**config.mk**
```make
export PLATFORM = sky130hd
export DESIGN_NAME = seg7_scan_capture
export DESIGN_NICKNAME = d
export VERILOG_FILES = /design/src/rtl/seg7_pkg.sv /design/src/rtl/seg7_pattern_decode.sv /design/src/rtl/seg7_scan_capture.sv
export SDC_FILE = /design/constraint.sdc
export NUM_CORES = 1
export LEC_CHECK = 0
export CORE_ASPECT_RATIO = 1.75
export CORE_MARGIN = 3
export CORE_UTILIZATION = 44
export DETAILED_ROUTE_END_ITERATION = 10
export HOLD_SLACK_MARGIN = 0.02
export PLACE_DENSITY_LB_ADDON = 0.2
export SLEW_MARGIN = 20
export SYNTH_ARGS = -nofsm -noshare
export SYNTH_HDL_FRONTEND = slang
export SYNTH_SLANG_ARGS = --single-unit
export TNS_END_PERCENT = 30
```
**constraint.sdc**
```tcl
create_clock -name clk -period 2.1 [get_ports clk]
set_input_delay 0.21 -clock clk [delete_from_list [all_inputs] [get_ports clk]]
set_output_delay 0.21 -clock clk [all_outputs]
set_load 0.005 [all_outputs]
```
**src/rtl/seg7_pkg.sv**
```systemverilog
// Shared 7-segment definitions: segment patterns {a..g}, special BCD codes and
// the capture FSM state type. Also used by the seven_segment_decoder.
package seg7_pkg;

    localparam logic [6:0] SEG_0     = 7'b1111110;
    localparam logic [6:0] SEG_1     = 7'b0110000;
    localparam logic [6:0] SEG_2     = 7'b1101101;
    localparam logic [6:0] SEG_3     = 7'b1111001;
    localparam logic [6:0] SEG_4     = 7'b0110011;
    localparam logic [6:0] SEG_5     = 7'b1011011;
    localparam logic [6:0] SEG_6     = 7'b1011111;
    localparam logic [6:0] SEG_7     = 7'b1110000;
    localparam logic [6:0] SEG_8     = 7'b1111111;
    localparam logic [6:0] SEG_9     = 7'b1111011;
    localparam logic [6:0] SEG_BLANK = 7'b0000000;

    localparam logic [3:0] BCD_BLANK   = 4'hA;
    localparam logic [3:0] BCD_INVALID = 4'hF;

    typedef enum logic {
        SETTLE = 1'b0,
        HOLD   = 1'b1
    } cap_state_t;

    function automatic logic is_onehot(input logic [31:0] v);
        return (v != '0) && ((v & (v - 32'd1)) == '0);
    endfunction

endpackage

```
**src/rtl/seg7_pattern_decode.sv**
```systemverilog
// Combinational 7-segment pattern -> {err, nibble}. Unlisted patterns give 4'hF/err.
// BLANK_DETECT_EN: when defined, the all-off pattern is a legal blank digit (4'hA).
module seg7_pattern_decode
    import seg7_pkg::*;
(
    input  logic [6:0] seg,
    output logic [3:0] nibble,
    output logic       err
);

    always_comb begin
        nibble = BCD_INVALID;
        err    = 1'b1;
        case (seg)
            SEG_0:     begin nibble = 4'd0; err = 1'b0; end
            SEG_1:     begin nibble = 4'd1; err = 1'b0; end
            SEG_2:     begin nibble = 4'd2; err = 1'b0; end
            SEG_3:     begin nibble = 4'd3; err = 1'b0; end
            SEG_4:     begin nibble = 4'd4; err = 1'b0; end
            SEG_5:     begin nibble = 4'd5; err = 1'b0; end
            SEG_6:     begin nibble = 4'd6; err = 1'b0; end
            SEG_7:     begin nibble = 4'd7; err = 1'b0; end
            SEG_8:     begin nibble = 4'd8; err = 1'b0; end
            SEG_9:     begin nibble = 4'd9; err = 1'b0; end
`ifdef BLANK_DETECT_EN
            SEG_BLANK: begin nibble = BCD_BLANK; err = 1'b0; end
`endif
            default:   ;
        endcase
    end

endmodule

```
**src/rtl/seg7_scan_capture.sv**
```systemverilog
// Recovers BCD digits from a multiplexed 7-segment bus: input register, stability
// filter, capture FSM and frame assembly. Blank handling follows BLANK_DETECT_EN.
module seg7_scan_capture
    import seg7_pkg::*;
#(
    parameter int NUM_DIGITS    = 4,
    parameter int STABLE_CYCLES = 4
) (
    input  logic                    clk,
    input  logic                    rst_n,
    input  logic [6:0]              seg_in,
    input  logic [NUM_DIGITS-1:0]   dig_sel,
    output logic [4*NUM_DIGITS-1:0] bcd_out,
    output logic [NUM_DIGITS-1:0]   digit_err,
    output logic                    frame_valid,
    output logic                    sel_err
);

    localparam int CNT_W = $clog2(STABLE_CYCLES + 1);
    localparam logic [CNT_W-1:0] CNT_MAX = CNT_W'(STABLE_CYCLES);
    localparam logic [CNT_W-1:0] CNT_CAP = CNT_W'(STABLE_CYCLES - 1);

    logic [6:0]              smp_seg, prv_seg;
    logic [NUM_DIGITS-1:0]   smp_sel, prv_sel;
    logic [CNT_W-1:0]        cnt_q, cnt_d;
    cap_state_t              state_q, state_d;
    logic                    same, capture, sel_ok, cap_ok, complete, pend_q;
    logic [NUM_DIGITS-1:0]   seen_q, seen_base, seen_d;
    logic [4*NUM_DIGITS-1:0] shadow_bcd;
    logic [NUM_DIGITS-1:0]   shadow_err;
    logic [3:0]              dec_nib;
    logic                    dec_err;

    seg7_pattern_decode u_decode (
        .seg    (smp_seg),
        .nibble (dec_nib),
        .err    (dec_err)
    );

    always_comb begin
        same    = (smp_seg == prv_seg) && (smp_sel == prv_sel);
        cnt_d   = '0;
        state_d = state_q;
        capture = 1'b0;
        if (same) begin
            cnt_d = (cnt_q == CNT_MAX) ? cnt_q : cnt_q + 1'b1;
        end
        if (!same) begin
            state_d = SETTLE;
        end else if (state_q == SETTLE && cnt_d == CNT_CAP) begin
            capture = 1'b1;
            state_d = HOLD;
        end
        sel_ok    = is_onehot(32'(smp_sel));
        cap_ok    = capture && sel_ok;
        // A pending frame clears the mask this edge; a coincident capture opens the next frame.
        seen_base = pend_q ? '0 : seen_q;
        seen_d    = cap_ok ? (seen_base | smp_sel) : seen_base;
        complete  = cap_ok && (seen_d == '1);
    end

    always_ff @(posedge clk) begin
        if (!rst_n) state_q <= SETTLE;
        else        state_q <= state_d;
    end

    always_ff @(posedge clk) begin
        if (!rst_n) begin
            smp_seg     <= '0;
            prv_seg     <= '0;
            smp_sel     <= '0;
            prv_sel     <= '0;
            cnt_q       <= '0;
            seen_q      <= '0;
            pend_q      <= 1'b0;
            shadow_bcd  <= '0;
            shadow_err  <= '0;
            bcd_out     <= '0;
            digit_err   <= '0;
            frame_valid <= 1'b0;
            sel_err     <= 1'b0;
        end else begin
            smp_seg     <= seg_in;
            smp_sel     <= dig_sel;
            prv_seg     <= smp_seg;
            prv_sel     <= smp_sel;
            cnt_q       <= cnt_d;
            seen_q      <= seen_d;
            pend_q      <= complete;
            frame_valid <= pend_q;
            sel_err     <= capture && !sel_ok;
            if (pend_q) begin
                bcd_out   <= shadow_bcd;
                digit_err <= shadow_err;
            end
            for (int unsigned i = 0; i < NUM_DIGITS; i++) begin
                if (cap_ok && smp_sel[i]) begin
                    shadow_bcd[4*i +: 4] <= dec_nib;
                    shadow_err[i]        <= dec_err;
                end
            end
        end
    end

endmodule

```
* After elaboration in Yosys (flattened, before gate mapping)
Cells that the tools add are included.
Storage, ports and cells: register bits after elaboration 73, input bits 13, output and inout bits 22, logic and storage cells 63
Cells by class: $add $sub $neg 2, eq/ne operators 15, multiplexer cells 8, bitwise gates (word level) 3, reduce and logical (&&, ||, !) cells 15
Operator list (number):
- == test 7 bit, second input constant | 8
- case mux 4 bit (10 select lines) | 1
- bitwise AND 4 x 32 -> 32 bit | 1
- zero test 32 bit | 1
- == test 7 x 6 -> 1 bit, second input constant | 2
- logical AND 1 bit | 10
- OR reduction 10 bit | 1
- two-way mux 4 bit | 2
- == test 7 bit | 1
- two-way mux 3 bit | 2
- subtractor 4 x 1 -> 5 bit, second input constant | 1
- == test 4 bit | 1
- == test 4 bit, second input constant | 1
- OR 4 bit | 1
- nonzero test 4 bit | 1
- adder 3 x 1 -> 3 bit, second input constant | 1
- == test 3 x 2 -> 1 bit, second input constant | 1
- == test 3 bit, second input constant | 1
- two-way mux 1 bit | 3
- AND reduction 2 bit | 1
- zero test 1 bit | 1
- inverter 1 bit | 1

* Longest topological paths before layout
Gate-level depths: netlist of run 1.
word-level depth 11, gate-level depth with buffers 8, gate-level depth less buffers 7

* Cells and area by module
A second synthesis of run 1 with hierarchy kept.
Second synthesis, totals: cell total of the unflattened synthesis 288, area, all modules 2916.5 sq um
Modules (own cells, without submodules):
- seg7_scan_capture | times used 1, cells each 258, area each 2725.1 sq um, sequential area each 1461.4 sq um
- seg7_pattern_decode | times used 1, cells each 30, area each 191.4 sq um, sequential area each 0.0 sq um

* Worst setup path after synthesis of run 1
No wires, ideal clock.
kind register -> register, start register cnt_q[0], end register shadow_bcd[0], library setup time 0.116 ns, arrival time 1.816 ns, setup slack 0.168 ns, stages on the path, launching flop included 9, clock period less this slack 1.932 ns, cells stage by stage dfxtp_1 > inv_1 > ha_1 > and3b_1 > o2111ai_1 > nor2_1 > buf_2 > a31oi_1 > a31o_1
Between the ends: cells in the longest elaborated chain, start to end 9, elaborated cells between the ends (all ways) 10, those cells by class add/sub (1); eq/ne (2); mux (4); reduce/logical (3)
Ends and longest elaborated chain:
- start: declaration | line seg7_scan_capture.sv:25 | logic [CNT_W-1:0] cnt_q, cnt_d;
- start signal: assignment | line seg7_scan_capture.sv:87 | cnt_q <= cnt_d;
- adder 3 x 1 -> 3 bit / == test 3 bit (equally long branches) | line seg7_scan_capture.sv:46 | cnt_d = (cnt_q == CNT_MAX) ? cnt_q : cnt_q + 1'b1;
- two-way mux 3 bit * | line seg7_scan_capture.sv:46
- two-way mux 3 bit * | line seg7_scan_capture.sv:45 | if (same) begin
- == test 3 x 2 -> 1 bit * | line seg7_scan_capture.sv:50 | end else if (state_q == SETTLE && cnt_d == CNT_CAP) begin
- logical AND 1 bit * | line seg7_scan_capture.sv:50
- two-way mux 1 bit * | line seg7_scan_capture.sv:50
- two-way mux 1 bit * | line seg7_scan_capture.sv:48 | if (!same) begin
- logical AND 1 bit * | line seg7_scan_capture.sv:55 | cap_ok = capture && sel_ok;
- logical AND 1 bit * | line seg7_scan_capture.sv:97 | if (cap_ok && smp_sel[i]) begin
- end signal: indexed assignment | line seg7_scan_capture.sv:98 | shadow_bcd[4*i +: 4] <= dec_nib;
- end: declaration | line seg7_scan_capture.sv:29 | logic [4*NUM_DIGITS-1:0] shadow_bcd;
Mark *: on every way between the ends. The rest lies on a longest branch, timed or not. A chain may end at the register's enable or synchronous reset.

* Worst setup path after layout of run 1
start register cnt_q[0], end register shadow_bcd[3]
Same word-level chain as after synthesis.

==> metrics.csv, run 1 <==
metric;value;unit
H-tree Lvls;3;
Seq cells post-synth;73;
Synth cell types;46;
DRT iter0 DRCs;104;
Relative slew margins;68.44;%
average cell area after synthesis;10.42;µm²
register area share after synthesis;48.20;%
first-pass GRT wire length;9673;µm
Crit path arrival time;2.16;ns
R2R Setup Slk;0.17;ns
DP HPWL;4069;µm
Setup WS pre-CTS;0.1079;ns
core box area;6588;µm²
number of post-CTS setup repair buffers;0;
P_leak;1.431;nW
CTS tree;yes;
Die Span Y;115.8;µm
num rows;39;
status;finished clean;
Hold Path Class;input pin to flip-flop;
Max FO, Critical Path;7;
Worst Max-Slew Pin Slew;0.4725;ns
slowest CP cell;dfxtp_1;
minimum clock period;1.931;ns
fin worst setup slack;0.1687;ns
Power Density;831.1;nW/µm²
max-cap violations;0;
antenna cells;0;
routed vias/inst;5.131;
Fin. Hold Viols;0;
routability cong.;0.8247;
Ports;35;
worst hold start;rst_n;
Setup Viol. Count Final;0;
layout net count;341;
r2r endpoint;shadow_bcd[3];
vias in the first global route;2069;
CTS Buffer Depth;2;
critical path, cell by cell;inv_1, ha_1, and3b_1, o2111ai_1, nor2_2, buf_4, a31oi_1, a31o_1;
Synth Net Count;306;
Worst setup EP type;flip-flop;
largest vdd supply drop;450.5;µV
number of buffers added on ports;34;
routed vias;2119;
WL final;5715;µm
Pre-antenna DRT Iters;4;
DR DRC count;0;
reg2reg path depth;8;
Detail Route Antenna Nets;0;
setup TNS;0;ns
CP peak stage delay;0.36;ns
initial antenna violation count;0;
predominant post-synthesis flop cell;dfxtp_1;
Worst Hold End;shadow_bcd[6];
Area Growth Syn to Fin;24.43;%
fraction of layout cells with a size suffix above 1;12.69;%
clock tree root driver cell;clkbuf_16;
Clock Sinks;73;
Avg WL per Cell;13.84;µm
WP data required;2.32;ns
grt total ovfl;0;
Reg clk slew, reported paths;0.05;ns
Reg2Reg Launch Point;cnt_q[0];
kind of critical path;flip-flop to flip-flop;
Power Total;3.135;mW
EDFF count, synth;0;
Gate Count Post-Synth;291;
Critical Path Source;cnt_q[0];
Die W;68.75;µm
Slew Viols, Final;0;
Async SR Flop Fraction;0;%
Die Area;7961;µm²
RSZ-0062 raised after global routing;no;
initial core utilization;46.02;%
Mapped Area;3032;µm²
Hold Path Cell Cnt;3;
CTS buffer count;9;
Clock Latency Late Sink;0.33;ns
clk_skew;0.004810;ns
overall routing resource usage;16.60;%
largest net degree at the start of global routing;30;
Ys Warns;0;
crit path launch type;flip-flop;
Max Clock Freq;517.8;MHz
Final period util;91.97;%
[worst max-delay path: cells and delay by family, from the launching register on]
| family | cells | cell delay, ns |
|---|---|---|
| AND/OR/NAND/NOR | 2 | 0.50 |
| flip-flops | 1 | 0.36 |
| buffers and inverters | 2 | 0.28 |
| AO/OA/AOI/OAI | 3 | 0.48 |
| adder cells (fa/ha/maj) | 1 | 0.21 |
[timing repair]
action	in CTS	in global routing
endpoints found under the setup margin	0	11
hold buffers	0	0
resized for setup	0	2
[through the flow]
step	std cells	hold WS, ns	util (%)	area (µm²)
2_1_floorplan	291	0.3373	-	3032
3_3_place_gp	397	0.4485	52.46	3456
3_5_place_dp	397	0.4535	52.46	3456
4_1_cts	413	0.3552	57.15	3765
5_1_grt	413	0.3929	57.27	3772
6_report	413	0.3615	57.27	3772
[how the worst max path moves through the flow]
stage	end	cells past startpoint
global placement	shadow_bcd[15]	8
floorplan	shadow_bcd[0]	8
CTS	shadow_bcd[15]	8
finish	shadow_bcd[3]	8
global route	shadow_bcd[8]	6
detailed placement	shadow_bcd[15]	8
[registers in the layout, summed over array words and instances, names as in the netlist, 4 cells and up]
signal,flops
bcd_out,16
digit_err,4
prv_seg,7
prv_sel,4
seen_q,4
shadow_bcd,16
shadow_err,4
smp_seg,7
smp_sel,4
[cells by family after synthesis]
logic type,share of synthesized area (%)
AOI/OAI and AO/OA,7.800
muxes,10.57
adders and majority gates,0.8253
xor gates and xnor gates,4.292
buffers and inverters,4.086
and+or+nand+nor,24.23
DFF,48.20
[cell usage in the layout, fill, tap and decap left out, types with 6 or more instances in the layout]
cell	count
clkbuf_16	9
a31o_1	8
nand2b_1	6
mux2i_1	32
dfxtp_1	73
nor2b_1	20
a31oi_1	9
and2_1	23
xor2_1	12
buf_4	10
clkdlybuf4s50_1	33
nand3_1	6
nand2_1	25
nor2_1	7
[metal layers]
metal / routed length (µm) / up-vias / GRT usage [%] / part of all wire (%)
met4: 175 / 0 / 8.984 / 3.1
met1: 2345 / 998 / 18.48 / 41
met3: 202 / 16 / 5.141 / 3.5
li1: - / 1061 / - / -
met2: 2992 / 44 / 27.44 / 52
met5: 0 / - / 0 / 0
[synth_stat cells (all sizes together) (3+ instances only)]
cell | instances | area share [%]
a21boi | 4 | 0.99
nor2b | 20 | 4.1
buf | 12 | 2.5
a31oi | 9 | 1.9
nand2b | 6 | 1.2
and2 | 23 | 4.7
nor2 | 9 | 1.2
nor3 | 6 | 1.5
dfxtp | 73 | 48
a31o | 8 | 2.3
xor2 | 13 | 4.0
inv | 4 | 0.50
mux2i | 32 | 11
clkbuf | 9 | 1.1
nand3 | 8 | 2.1
nand2 | 25 | 3.1
o22ai | 3 | 0.62
[layout make-up]
| cell class | count | area [µm²] |
|---|---|---|
| Fill cell | 588 | 2815 |
| Tap cell | 82 | 102.6 |
| Clock buffer | 14 | 274.0 |
| Multi-Input combinational cell | 193 | 1454 |
| Sequential cell | 73 | 1461 |
| Inverter | 4 | 15.01 |
| Clock inverter | 2 | 35.03 |
| Timing Repair Buffer | 45 | 430.4 |
[power by group]
part / internal [mW] / leakage [nW] / switching (mW)
combinational: 0.0759 / 0.686 / 0.0778
clock: 1.01 / 0.153 / 0.534
sequential: 1.41 / 0.593 / 0.0268
total: 2.50 / 1.43 / 0.638
(Power assumes the default switching activity.)
==> run 2: changes to the inputs <==
ABC_CLOCK_PERIOD_IN_PS = 2100   (was unset)
==> results of run 2 <==
Final layout, timing and power as in run 1 (identical DEF).
==> run 3: changes to the inputs <==
CORE_UTILIZATION = 55   (was 44)
==> run 3 against run 2 <==
- highest routed layer unchanged
- via count decreased by 0.28%
- global-route usage increased by 2.4 points
- routed wire length decreased by 1.1%
- worst setup slack got worse by 0.014 ns
- critical path type unchanged
- register-to-register slack about the same
- combinational power decreased by 3%
==> metrics.csv, run 3 (same netlist as run 1, synthesis figures left out) <==
metric;value;unit;change
DP HPWL;3951;µm;-2.9%
CTS buffer count;9;;unchanged
layer with the highest usage;met2;;
vias in the first global route;2148;;+3.8%
routed vias;2113;;-0.28%
CTS tree;yes;;
CTS Buffer Depth;2;;unchanged
max-cap violations;0;;unchanged
num rows;35;;-10%
Worst setup EP type;flip-flop;;
commonest non-fill, non-tap cell in the layout;dfxtp_1;;
overall routing resource usage;19.01;%;+2.4 points
setup TNS;0;ns;unchanged
Setup Viol. Count Final;0;;unchanged
core box area;5299;µm²;-20%
Multi-input gate area;1456;µm²;+0.17%
Relative slew margins;67.11;%;-1.3 points
worst hold slack;0.1966;ns;-0.1649 ns
kind of critical path;flip-flop to flip-flop;;
H-tree Lvls;3;;unchanged
routability cong.;0.8316;;+0.84%
Clock Sinks;73;;unchanged
Hold Path Class;input pin to flip-flop;;
clk_skew;0.01091;ns;+0.006103 ns
met3 Track Usage GR;4.324;%;-0.82 points
routed vias/inst;5.217;;+1.7%
final instance area;3699;µm²;-2.0%
Detail Route Antenna Nets;0;;unchanged
GRT met2 Usage;34.95;%;+7.5 points
first-pass GRT wire length;9791;µm;+1.2%
Clock Latency Late Sink;0.35;ns;+0.02 ns
number of post-CTS setup repair buffers;0;;unchanged
DR DRC count;0;;unchanged
Power Density;782.2;nW/µm²;-5.9%
reg2reg path depth;5;;-3
grt total ovfl;0;;unchanged
initial antenna violation count;0;;unchanged
Reg2Reg Launch Point;smp_seg[5];;
Max Clock Freq;514.0;MHz;-0.74%
sequential cell area;1461;µm²;unchanged
r2r endpoint;shadow_bcd[13];;
Die W;62.12;µm;-9.6%
M1 GR Usage;19.86;%;+1.4 points
post-CTS resize count;0;;unchanged
Critical Path Source;smp_seg[5];;
largest vdd supply drop;583.2;µV;+29%
Slew Viols, Final;0;;unchanged
Final period util;92.65;%;+0.69 points
WP data required;2.33;ns;about the same
commonest cells after routing, fill and taps aside;73 x dfxtp_1, 33 x clkdlybuf4s50_1, 32 x mux2i_1;;
clock tree root driver cell;clkbuf_8;;
Area Growth Syn to Fin;22.00;%;
placed instance area;3446;µm²;-0.29%
RSZ-0062 raised after global routing;no;;
WL final;5654;µm;-1.1%
Ports;35;;unchanged
# hold bufs at CTS;0;;unchanged
DRT iter0 DRCs;120;;+15%
filler cell count;421;;-28%
Die Span Y;104.2;µm;-10%
R2R Setup Slk;0.15;ns;about the same
Reg clk slew, reported paths;0.08;ns;+0.03 ns
Max FO, Critical Path;12;;+5
number of buffers added on ports;34;;unchanged
crit path launch type;flip-flop;;
Critical Path End;shadow_bcd[13];;
Avg WL per Cell;13.96;µm;+0.89%
Fin. Hold Viols;0;;unchanged
Crit path arrival time;2.18;ns;+0.02 ns
Worst Max-Slew Pin Slew;0.4925;ns;+0.02002 ns
initial core utilization;57.21;%;+11 points
Die Area;6474;µm²;-19%
P_leak;1.392;nW;-2.7%
status;finished clean;;
Regs by FF count;bcd_out (16), shadow_bcd (16);;
Pre-antenna DRT Iters;4;;unchanged
fraction of layout cells with a size suffix above 1;13.60;%;+0.91 points
layout net count;341;;unchanged
minimum clock period;1.946;ns;+0.01443 ns
largest net degree at the start of global routing;30;;unchanged
antenna cells;0;;unchanged
## run 3: cell count changes in the layout (fill, tap and decap cells not counted), moves of 2 or more
cell and change:
clkbuf_8 +6, clkbuf_16 -9, clkinvlp_4 +2, clkbuf_1 -2, bufinv_16 +2
## run 3: worst max-delay path, stage by stage (launching register included)
cell     delay [ns]
dfxtp_1        0.56
xor2_2         0.15
nor4_4         0.34
and3_4         0.35
nand3_1        0.25
mux2i_1        0.18
## run 3: area by class of cell
class / instances / area share (%)
tap: 74 / 2.503
inverter: 4 / 0.4060
clock buffer: 9 / 3.349
timing repair buffer: 45 / 11.64
multi-input combinational: 193 / 39.38
sequential: 73 / 39.51
clock inverter: 7 / 3.214
## run 3: how the worst min path moves through the flow
stage,from,endpoint,cells past startpoint,slack (ns)
floorplan,seg_in[0],smp_seg[0],1,0.34
global placement,shadow_err[1],shadow_err[1],2,0.45
detailed placement,shadow_bcd[10],shadow_bcd[10],2,0.46
CTS,rst_n,prv_seg[0],2,0.18
global route,rst_n,prv_seg[0],2,0.21
finish,rst_n,prv_seg[0],2,0.20
## run 3: metrics by stage
stage / cells / worst slack, ns / total power, mW / util [%]
finish: 405 / 0.1543 / 2.893 / 69.80
detailed placement: 389 / 0.1095 / 1.613 / 65.03
floorplan: 291 / 0.1684 / 1.566 / -
global placement: 389 / 0.1837 / 1.608 / 65.03
CTS: 405 / 0.08644 / 2.923 / 69.61
global route: 405 / 0.03978 / 2.991 / 69.80
## run 3: layer usage
| metal | part of all wire, % | routed length (µm) |
|---|---|---|
| met4 | 2.3 | 129 |
| met1 | 40 | 2288 |
| met3 | 2.7 | 155 |
| met5 | 0 | 0 |
| met2 | 54 | 3080 |
## run 3: power breakdown
part,internal (mW),switching [mW]
clock network,0.788,0.525
logic,0.0744,0.0747
registers,1.40,0.0274
